`src/rtl/pipe_pkg.sv`:
```
// Shared types and constants for the generic pipeline stage register.
package pipe_pkg;

  // Occupancy of a stage register. SKIDDED only exists with the skid buffer enabled.
  typedef enum logic [1:0] {
    EMPTY   = 2'd0,
    FULL    = 2'd1,
    SKIDDED = 2'd2
  } pipe_state_t;

  // NOP control bit; replicated to any bundle width, an all-zero bundle writes nothing.
  localparam logic CTRL_NOP = 1'b0;

  // ID/EX control bundle.
  typedef struct packed {
    logic       mem_to_reg;
    logic       reg_write;
    logic       mem_read;
    logic       mem_write;
    logic       branch;
    logic       jump;
    logic       alu_src;
    logic       reg_dst;
    logic [3:0] alu_op;
    logic [2:0] imm_sel;
    logic       link;
  } idex_ctrl_t;

  // EX/MEM control bundle.
  typedef struct packed {
    logic mem_to_reg;
    logic reg_write;
    logic mem_read;
    logic mem_write;
    logic branch;
    logic jump;
  } exmem_ctrl_t;

  // MEM/WB control bundle.
  typedef struct packed {
    logic mem_to_reg;
    logic reg_write;
  } memwb_ctrl_t;

endpackage

```
`src/rtl/sat_counter.sv`:
```
// Saturating up-counter, updated on the falling clock edge.
module sat_counter #(
  parameter int unsigned W = 16
) (
  input  logic         i_clk,
  input  logic         i_rst_n,
  input  logic         i_inc,
  output logic [W-1:0] o_value
);

  localparam logic [W-1:0] LP_ONE = W'(1);

  logic [W-1:0] r_value;

  // Count enabled edges, holding at all-ones.
  always_ff @(negedge i_clk or negedge i_rst_n) begin
    if (!i_rst_n) begin
      r_value <= '0;
    end else if (i_inc && (r_value != '1)) begin
      r_value <= r_value + LP_ONE;
    end
  end

  assign o_value = r_value;

endmodule

```
`src/rtl/pipe_stage_reg.sv`:
```
// Generic pipeline stage register with valid/ready handshake, optional skid entry,
// synchronous flush and stall/bubble performance counters. State updates on negedge.
module pipe_stage_reg
  import pipe_pkg::*;
#(
  parameter int unsigned CTRL_W = 16,
  parameter int unsigned DATA_W = 192,
  parameter int unsigned SKID   = 1,
  parameter int unsigned CNT_W  = 16
) (
  input  logic              clock,
  input  logic              reset_n,
  input  logic              in_valid,
  output logic              in_ready,
  input  logic [CTRL_W-1:0] in_ctrl,
  input  logic [DATA_W-1:0] in_data,
  output logic              out_valid,
  input  logic              out_ready,
  output logic [CTRL_W-1:0] out_ctrl,
  output logic [DATA_W-1:0] out_data,
  input  logic              flush,
  output logic [CNT_W-1:0]  stall_cnt,
  output logic [CNT_W-1:0]  bubble_cnt
);

  localparam logic [CTRL_W-1:0] LP_NOP = {CTRL_W{CTRL_NOP}};

  pipe_state_t       r_state;
  logic              r_in_ready;
  logic [CTRL_W-1:0] r_main_ctrl;
  logic [DATA_W-1:0] r_main_data;
  logic [CTRL_W-1:0] r_skid_ctrl;
  logic [DATA_W-1:0] r_skid_data;

  logic w_out_valid;
  logic w_accept;
  logic w_consume;

  assign w_out_valid = (r_state != EMPTY);
  // Without the skid entry, ready must look through to the downstream consumer.
  assign in_ready    = (SKID != 0) ? r_in_ready : (!w_out_valid || out_ready);
  assign w_accept    = in_valid && in_ready;
  assign w_consume   = w_out_valid && out_ready;

  // Occupancy FSM and entry storage; flush squashes validity and control only.
  always_ff @(negedge clock or negedge reset_n) begin
    if (!reset_n) begin
      r_state     <= EMPTY;
      r_in_ready  <= 1'b1;
      r_main_ctrl <= '0;
      r_main_data <= '0;
      r_skid_ctrl <= '0;
      r_skid_data <= '0;
    end else if (flush) begin
      r_state     <= EMPTY;
      r_in_ready  <= 1'b1;
      r_main_ctrl <= LP_NOP;
      r_skid_ctrl <= LP_NOP;
    end else begin
      unique case (r_state)
        EMPTY: begin
          if (w_accept) begin
            r_state     <= FULL;
            r_main_ctrl <= in_ctrl;
            r_main_data <= in_data;
          end
        end
        FULL: begin
          if (w_accept && w_consume) begin
            r_main_ctrl <= in_ctrl;
            r_main_data <= in_data;
          end else if (w_accept) begin
            // Only reachable with the skid entry; single-entry ready blocks this case.
            r_state     <= SKIDDED;
            r_in_ready  <= 1'b0;
            r_skid_ctrl <= in_ctrl;
            r_skid_data <= in_data;
          end else if (w_consume) begin
            r_state <= EMPTY;
          end
        end
        SKIDDED: begin
          if (w_consume) begin
            r_state     <= FULL;
            r_in_ready  <= 1'b1;
            r_main_ctrl <= r_skid_ctrl;
            r_main_data <= r_skid_data;
          end
        end
        default: begin
          r_state    <= EMPTY;
          r_in_ready <= 1'b1;
        end
      endcase
    end
  end

  assign out_valid = w_out_valid;
  assign out_ctrl  = w_out_valid ? r_main_ctrl : LP_NOP;
  assign out_data  = r_main_data;

  sat_counter #(
    .W (CNT_W)
  ) u_stall_cnt (
    .i_clk   (clock),
    .i_rst_n (reset_n),
    .i_inc   (w_out_valid && !out_ready),
    .o_value (stall_cnt)
  );

  sat_counter #(
    .W (CNT_W)
  ) u_bubble_cnt (
    .i_clk   (clock),
    .i_rst_n (reset_n),
    .i_inc   (!w_out_valid && out_ready),
    .o_value (bubble_cnt)
  );

endmodule

```
`config.mk`:
```
export PLATFORM = sky130hd
export DESIGN_NAME = pipe_stage_reg
export DESIGN_NICKNAME = d
export VERILOG_FILES = /design/src/rtl/pipe_pkg.sv /design/src/rtl/sat_counter.sv /design/src/rtl/pipe_stage_reg.sv
export SDC_FILE = /design/constraint.sdc
export NUM_CORES = 1
export LEC_CHECK = 0
export CAP_MARGIN = 20
export CORE_MARGIN = 1.5
export CORE_UTILIZATION = 55
export DETAILED_ROUTE_END_ITERATION = 8
export PLACE_DENSITY = 0.92
export SLEW_MARGIN = 25
export SYNTH_ARGS = -nofsm -noshare
export SYNTH_HDL_FRONTEND = slang
export SYNTH_SLANG_ARGS = --single-unit
```
`constraint.sdc`:
```
create_clock -name clock -period 2.87 [get_ports clock]
set_input_delay 0.7175 -clock clock [delete_from_list [all_inputs] [get_ports clock]]
set_output_delay 0.7175 -clock clock [all_outputs]
set_load 0.05 [all_outputs]
```
==> summary.md, run 1 <==
| Metric | Value |
|---|---|
| Fail Step | global routing (5_1_grt) |
| Total track usage | 94.3% |
| Library cells used by synthesis | 47 |
| DP Wirelength | approximately 45 mm |
| FP Rows | 70 |
| Final RePlAce weighted congestion | 0.867 |
| I/O pins | roughly 460 |
| Clock tree buffer depth | 3 |
| Post-Syn Instances | 1584 |
| DP Area | ~0.028 mm^2 |
| Top cells by area, synth | dfrtn_1 56%, mux2_4 13%, mux2i_1 10% |
| Cell taking the most area after synthesis | dfrtn_1 |
| TritonCTS buffer count | 47 |
| Register area share after synthesis | 55.8% |
| Initial Util | a little under three fifths |
| Status | stopped before the end |
| Buffers added on ports | 454 |
| Sink Count | roughly 450 |
| Syn Area/Cell | 12.8 um^2 |
| Largest net degree at the start of global routing | a little under 80 |
| Yosys warnings | 0 |
| Worst endpoint after global-route timing repair | out_ctrl[15] |
| Overflow after GRT | approximately 1.6k |
| Async SR Flop Fraction | between 90% and 100% |
| Primary FF master, synth | dfrtn_1 |
| Setup slack after placement | -1.35 ns |
| Cells after DPL | between 2k and 3k |
| Synth top area share | a little under three fifths |
| #FFs+latches synth | around 450 |
| Die Ht | ~200 um |
| Err | [ERROR GRT-0232] Routing congestion too high. Check the congestion heatmap in the GUI. |
| Syn Nets | ~1.8k |
| Clk root buf | clkbuf_16 |
| H-Tree Depth | 2 |
| WEP type | primary output |
| EDFF count, synth | 0 |
| Area of the mapped netlist | slightly above 0.02 mm^2 |
| Die X | ~200 um |
[repair_timing]
| item | in CTS |
|---|---|
| endpoints found under the hold margin | 0 |
| setup endpoints to repair | 692 |
| resized for setup | 505 |
| pin swaps | 70 |
| gates cloned | 56 |
| setup buffers | 77 |
| hold buffers | 0 |
[per-stage QoR]
step / setup TNS, ns / utilization, %
floorplan: -246.50 / -
global placement: -491.40 / 78.1
detailed placement: -515.68 / 78.1
CTS: -229.16 / 92.5
[routing by layer]
layer  track usage, %  GRT overflow
met1             89.4             7
met2              113          1087
met3             77.7            18
met4              108           455
met5             32.4             0
[Yosys cell counts, types with 3 or more instances]
cell type and instances:
mux2_2 14, a21oi_1 18, nor4_2 5, buf_2 46, mux2i_1 208, nor2b_1 16
o31ai_1 4, clkbuf_1 55, o21ai_0 323, nand4_1 10, nor4_1 6, buf_4 3
nor3b_1 3, nand2_1 60, nor2_1 6, buf_6 10, or2_2 3, and3_1 6
dfrtn_1 450, xor2_1 28, buf_8 10, inv_1 4, nor3_1 11, mux2_4 180
nand3_1 6, o21ai_1 74
[cells by family after synthesis]
logic type | count (synthesis) | synth area share (%)
mux | 402 | 24.5
compound gates | 424 | 10.6
flops | 451 | 55.8
xor+xnor | 30 | 1.30
simple gates | 147 | 4.02
fa+ha+maj | 2 | 0.124
buf+inv | 128 | 3.65
==> inputs of run 2 (changes only) <==
- CORE_UTILIZATION: 55 -> 40
- PLACE_DENSITY: 0.92 -> default
- PLACE_DENSITY_LB_ADDON: default -> 0.15
==> run 2 against run 1 <==
  * The flow now finishes, with violations (negative setup slack)
  * Synthesized cell count unchanged
  * Area after synthesis unchanged
==> summary.md, run 2 <==
| Metric | Value |
|---|---|
| Final worst slack | -0.814 ns |
| WL/cell | roughly 23 um |
| Final Hold Fails | 0 |
| Worst Setup Start Kind | flop |
| Die Ht | 228 um (was 195 um) |
| Worst-path cell chain | nor2_4 -> buf_12 -> nor2b_4 -> buf_6 |
| Sink Count | 451 (unchanged) |
| Maximum VDD drop | between 0.5 and 0.6 mV |
| Max-Cap Viols | 0 |
| CTS tree | yes |
| Library cells used by synthesis | 47 (unchanged) |
| Top cells by area, synth | dfrtn_1 56%, mux2_4 13%, mux2i_1 10% (unchanged) |
| Status | finished, violations left (was stopped before the end) |
| Most common cell after layout, fill and taps aside | dfrtn_1 |
| Final RePlAce weighted congestion | 0.817 (was 0.867) |
| #FFs+latches synth | 451 (unchanged) |
| Initial Util | 40.4% (was 55.6%) |
| Register area share after synthesis | 55.8% (unchanged) |
| Layout cells sized above 1 | between 40% and 50% |
| Vias post-DR | 15.5k |
| EDFF count, synth | 0 (unchanged) |
| Async SR Flop Fraction | 100% (unchanged) |
| Die X | 228 um (was 195 um) |
| Residual DRC | 0 |
| Clock Latency Late Sink | approximately 0.60 ns |
| CTS hold repair buffers | 0 (unchanged) |
| Primary FF master, synth | dfrtn_1 (unchanged) |
| Buffers added on ports | 454 (unchanged) |
| Count leader, synth | dfrtn_1 (unchanged) |
| Yosys warnings | 0 (unchanged) |
| Final WL | around 66 mm |
| Hold slack | approximately 0.43 ns |
| CP endpoint kind | output pin |
| Pwr Density | roughly 740 mW/mm^2 |
| Setup slack after placement | -1.24 ns (was -1.35 ns) |
| Initial antenna violation count | 15 |
| Clock Skew | 0.0514 ns |
| Largest stage delay on the critical path | 0.45 ns |
| Clk root buf | clkbuf_16 (unchanged) |
| Most instantiated cells after synthesis | 450 x dfrtn_1, 323 x o21ai_0, 208 x mux2i_1, 180 x mux2_4, 74 x o21ai_1 (unchanged) |
| Slew Viols, Final | 0 |
| Fill cells | roughly 3.5k |
| Setup CP Type | reg -> out |
| Syn Area/Cell | 12.8 um^2 (unchanged) |
| Post-Syn Instances | 1584 (unchanged) |
| Cell taking the most area after synthesis | dfrtn_1 (unchanged) |
| Violated checks | negative setup slack |
| Area Growth Syn to Fin | 67.4% |
| Seq. cell area | ~0.011 mm^2 |
| Total track usage | about a quarter |
| FP Rows | 82 (was 70) |
| Min-delay worst type | reg -> reg |
| Syn Nets | 1799 (unchanged) |
| DIE AREA | around 0.052 mm^2 |
| Multi-input gate area | between 0.009 and 0.01 mm^2 |
| Drt first pass iters | 5 |
| Slowest stage cell, crit path | dfrtn_1 |
| Worst R2R Setup Slack | -0.05 ns |
| Total power | between 20 and 30 mW |
| Overflow after GRT | 0 |
| Rel. slew slack | a little over half |
| DP Wirelength | 40.8 mm (was 45.4 mm) |
| Unrepaired setup endpoints after global routing | true |
| Final core occ | just under 70% |
| Pleak | around 15 nW |
| TritonCTS buffer count | 49 (was 47) |
| Critical path's top delay family | flip-flops |
| H-Tree Depth | 2 (unchanged) |
| Req. time, crit path | ~2.2 ns |
| Clock slew seen by the registers of the worst setup and hold paths | approximately 0.04 ns |
| Crit Path Max Fanout | 13 |
| Vias in the first global route | 16.4k |
| Synth top area share | 55.7% (unchanged) |
| Worst Path Arrival | just under 3 ns |
| CP Buf/Inv Count | 2 |
| Worst-Margin Slew | around 0.69 ns |
| Detail Route Antenna Nets | 0 |
| Most frequent cells in the layout | 450 x dfrtn_1, 294 x buf_12, 208 x mux2i_1, 208 x clkdlybuf4s50_1, 193 x mux2_4 |
| First-pass GRT wire length | roughly 100 mm |
| Largest net degree at the start of global routing | 71 |
| I/O pins | 455 (unchanged) |
| Layout Nets | about 2.4k |
| Final setup fails | between 600 and 700 |
| Area of the mapped netlist | 0.0202 mm^2 (unchanged) |
| Clock tree buffer depth | 3 (unchanged) |
| Drt via density | between 5 and 6 |
| Core area | about 0.05 mm^2 |
| Initial DRC count | roughly 760 |
-- run 2: logic make-up after synthesis --
| family | Yosys count | synth area share, % |
|---|---|---|
| simple gates | 147 | 4.02 |
| xor+xnor | 30 | 1.30 |
| mux | 402 | 24.5 |
| flops | 451 | 55.8 |
| compound gates | 424 | 10.6 |
| buf+inv | 128 | 3.65 |
| fa+ha+maj | 2 | 0.124 |
-- run 2: final timing paths --
check / startpoint / end / cells past startpoint
worst min-delay path: r_main_ctrl[6] / r_main_ctrl[6] / 2
worst min register to register: r_main_ctrl[6] / r_main_ctrl[6] / 2
worst max register to register: u_bubble_cnt.o_value[0] / u_bubble_cnt.o_value[0] / 10
worst max-delay path: r_state[1] / out_ctrl[13] / 4
max in group asynchronous: reset_n / out_data[122] / 2
min in group asynchronous: reset_n / r_skid_data[56] / 1
-- run 2: power breakdown --
group | total, mW | leakage, nW | switching [mW] | internal (mW)
clock network | 6.25 | 0.778 | 2.60 | 3.65
registers | 9.32 | 5.60 | 1.29 | 8.03
logic | 9.53 | 8.56 | 4.44 | 5.09
total | 25.1 | 14.9 | 8.34 | 16.8
-- run 2: routing by layer --
metal  share of wire, %  routed length, um  vias up  GRT usage (%)
met4                2.6               1700       10           7.46
met3                6.1               4060       94           6.29
li1                   -                  -     6995              -
met5              0.089                 59        -              0
met2                 50              33300      411           41.3
met1                 41              27300     8032           31.0
-- run 2: timing repair --
item | 4_1_cts | 5_1_grt
cloned | 41 | 10
pin swaps | 45 | 144
resized for setup | 235 | 355
endpoints found under the setup margin | 692 | 663
buffers inserted | 49 | 50
-- run 2: metrics by stage --
stage          setup TNS, ns  instance area (um^2)  std cells
6_report             -225.35                 33800       2948
5_1_grt              -242.31                 33800       2948
4_1_cts              -221.19                 32700       2902
3_5_place_dp         -500.04                 28900       2730
3_3_place_gp         -494.02                 28900       2730
2_1_floorplan        -246.50                 20500       1584
-- run 2: layout make-up --
cell class | instances | share of cell area (%)
tap | 672 | 2.48
multi-input combinational | 1005 | 27.6
clock buffer | 74 | 4.29
timing repair buffer | 722 | 31.9
clock inverter | 11 | 0.340
antenna | 10 | 0.0739
sequential | 451 | 33.4
inverter | 3 | 0.0333
-- run 2: tightest hold or removal path: stages, from the launching register on --
cell	delay (ns)
dfrtn_1	0.41
nand2_1	0.06
o21ai_2	0.04
(Power assumes the default switching activity.)
==> inputs of run 3 (changes only) <==
- CORE_MARGIN: 1.5 -> 2
- CORE_UTILIZATION: 40 -> 50
==> run 3 against run 2 <==
  * The run still ends with negative setup slack left
  * Final cell count decreased by 4.3%
  * Non-clock buffer count increased by 17
  * Wire length increased by 24%
  * Sequential cell count unchanged
  * Sequential share of layout area decreased by 0.31 points
  * Clock-buffer cell count decreased by 2
  * Worst setup slack got worse by 0.062 ns
==> summary.md, run 3 (same netlist as run 2, synthesis figures left out) <==
| Metric | Value |
|---|---|
| Die X | 205 um (was 228 um) |
| CP endpoint kind | output pin (unchanged) |
| Vias in the first global route | 18.1k (was 16.4k) |
| Worst-Margin Slew | 0.715 ns (was 0.689 ns) |
| Final WL | 82.0 mm (was 66.4 mm) |
| Crit Path Max Fanout | 7 (was 13) |
| CTS hold repair buffers | 0 (unchanged) |
| Violated checks | negative setup slack (unchanged) |
| WL/cell | 29.1 um (was 22.5 um) |
| Clk root buf | clkbuf_16 (unchanged) |
| Initial DRC count | 1223 (was 759) |
| Detail Route Antenna Nets | 0 (unchanged) |
| Worst Path Arrival | 3.03 ns (was 2.97 ns) |
| First-pass GRT wire length | 114 mm (was 99.6 mm) |
| Clock Latency Late Sink | 0.61 ns (was 0.60 ns) |
| Final RePlAce weighted congestion | 0.818 (was 0.817) |
| Largest net degree at the start of global routing | 77 (was 71) |
| Slew Viols, Final | 0 (unchanged) |
| Initial Util | 50.8% (was 40.4%) |
| Min-delay worst type | reg -> reg (unchanged) |
| Clock tree buffer depth | 3 (unchanged) |
| TritonCTS buffer count | 48 (was 49) |
| FP Rows | 73 (was 82) |
| DP Wirelength | 40.4 mm (was 40.8 mm) |
| Final Hold Fails | 0 (unchanged) |
| Drt first pass iters | 5 (unchanged) |
| Die Ht | 205 um (was 228 um) |
| Vias post-DR | 17.1k (was 15.5k) |
| Most common cell after layout, fill and taps aside | dfrtn_1 (unchanged) |
| Setup slack after placement | -1.26 ns (was -1.24 ns) |
| Clock Skew | 0.0499 ns (was 0.0514 ns) |
| Area Growth Syn to Fin | 69.0% (was 67.4%) |
| Pwr Density | 758 mW/mm^2 (was 742 mW/mm^2) |
| Setup CP Type | reg -> out (unchanged) |
| Drt via density | 6.06 (was 5.27) |
| DIE AREA | 0.0420 mm^2 (was 0.0519 mm^2) |
| Maximum VDD drop | 0.674 mV (was 0.590 mV) |
| Req. time, crit path | 2.15 ns (about the same) |
| Layout Nets | 2465 (was 2448) |
| Layout cells sized above 1 | 47.8% (was 44.6%) |
| Rel. slew slack | 52.1% (was 54.1%) |
| Max-Cap Viols | 0 (unchanged) |
| Core area | 0.0398 mm^2 (was 0.0500 mm^2) |
| Unrepaired setup endpoints after global routing | true (unchanged) |
| Pleak | 15.1 nW (was 14.9 nW) |
| Sink Count | 451 (unchanged) |
| I/O pins | 455 (unchanged) |
| Reg2reg path depth | 10 (unchanged) |
| CTS tree | yes (unchanged) |
| Initial antenna violation count | 12 (was 15) |
| Most frequent cells in the layout | 450 x dfrtn_1, 289 x buf_12, 208 x mux2i_1, 208 x clkdlybuf4s50_1, 203 x o21ai_2 (was 450 x dfrtn_1, 294 x buf_12, 208 x mux2i_1, 208 x clkdlybuf4s50_1, 193 x mux2_4) |
| Non-Filler Instances | 2821 (was 2948) |
| Cells after DPL | 2573 (was 2730) |
| Overflow after GRT | 0 (unchanged) |
| Residual DRC | 0 (unchanged) |
| Final setup fails | 662 (was 657) |
| Buffers added on ports | 454 (unchanged) |
| Final worst slack | -0.877 ns (was -0.814 ns) |
| Final Cell Area | 0.0342 mm^2 (was 0.0338 mm^2) |
| Status | finished, violations left (unchanged) |
| Worst Setup Start Kind | flop (unchanged) |
| Hold depth | 2 (unchanged) |
| Clock slew seen by the registers of the worst setup and hold paths | 0.05 ns (was 0.04 ns) |
| Total track usage | 35.8% (was 24.6%) |
| H-Tree Depth | 2 (unchanged) |
| DP Area | 0.0285 mm^2 (was 0.0289 mm^2) |
run 3: changes by cell type in the layout (fill, tap and decap cells not counted), sizes merged:
cell | previous run | this run
clkbuf | 82 | 74
clkinv | 6 | 12
inv | 6 | 4
or2 | 4 | 5
buf | 506 | 529
run 3: worst max-delay path: stages, from the launching register on:
cell and delay [ns]:
dfrtn_1 0.37, nor2_4 0.24, clkbuf_16 0.23, nor2b_4 0.05
buf_6 0.14
run 3: metal layers:
| layer | routed length [um] | GRT usage [%] |
|---|---|---|
| met5 | 40 | 0 |
| met1 | 29600 | 43.7 |
| met4 | 4410 | 15.8 |
| met3 | 7180 | 9.83 |
| met2 | 40700 | 59.6 |
run 3: report_power, final:
part | total (mW) | internal (mW) | switching (mW)
Combinational | 10.1 | 5.21 | 4.91
Clock | 6.25 | 3.55 | 2.70
Sequential | 9.54 | 8.03 | 1.50
run 3: cell type report:
class	count	area, um^2
sequential	451	11300
timing repair buffer	739	10800
multi-input combinational	1006	9810
fill	1670	5670
clock buffer	72	1400
tap	525	657
clock inverter	15	124
antenna	10	25.0
inverter	3	11.3
run 3: path summary, 6_finish.rpt:
path                                    startpoint                       to  slack, ns
min in group asynchronous                  reset_n         r_skid_data[132]       1.31
max                                     r_state[0]             out_ctrl[12]      -0.88
min reg2reg                         r_main_ctrl[1]           r_main_ctrl[1]       0.45
min                                 r_main_ctrl[1]           r_main_ctrl[1]       0.45
max reg2reg                u_bubble_cnt.o_value[0]  u_bubble_cnt.o_value[0]       0.32
max in group asynchronous                  reset_n             out_data[81]       0.80
run 3: timing repair:
item / 4_1_cts / 5_1_grt
cloned: 51 / 4
hold endpoints to repair: 0 / 0
pin swaps: 124 / 121
endpoints found under the setup margin: 692 / 668
setup buffers: 58 / 72
resized for setup: 447 / 346
run 3: metrics by stage:
step | setup TNS (ns) | util, % | total power [mW] | hold slack [ns]
2_1_floorplan | -246.50 | - | 13.3 | 0.401
3_3_place_gp | -492.05 | 71.4 | 17.6 | 0.429
3_5_place_dp | -511.20 | 71.4 | 17.9 | 0.430
4_1_cts | -228.09 | 83.2 | 24.9 | 0.438
5_1_grt | -248.89 | 85.8 | 26.6 | 0.462
6_report | -234.33 | 85.8 | 25.9 | 0.449
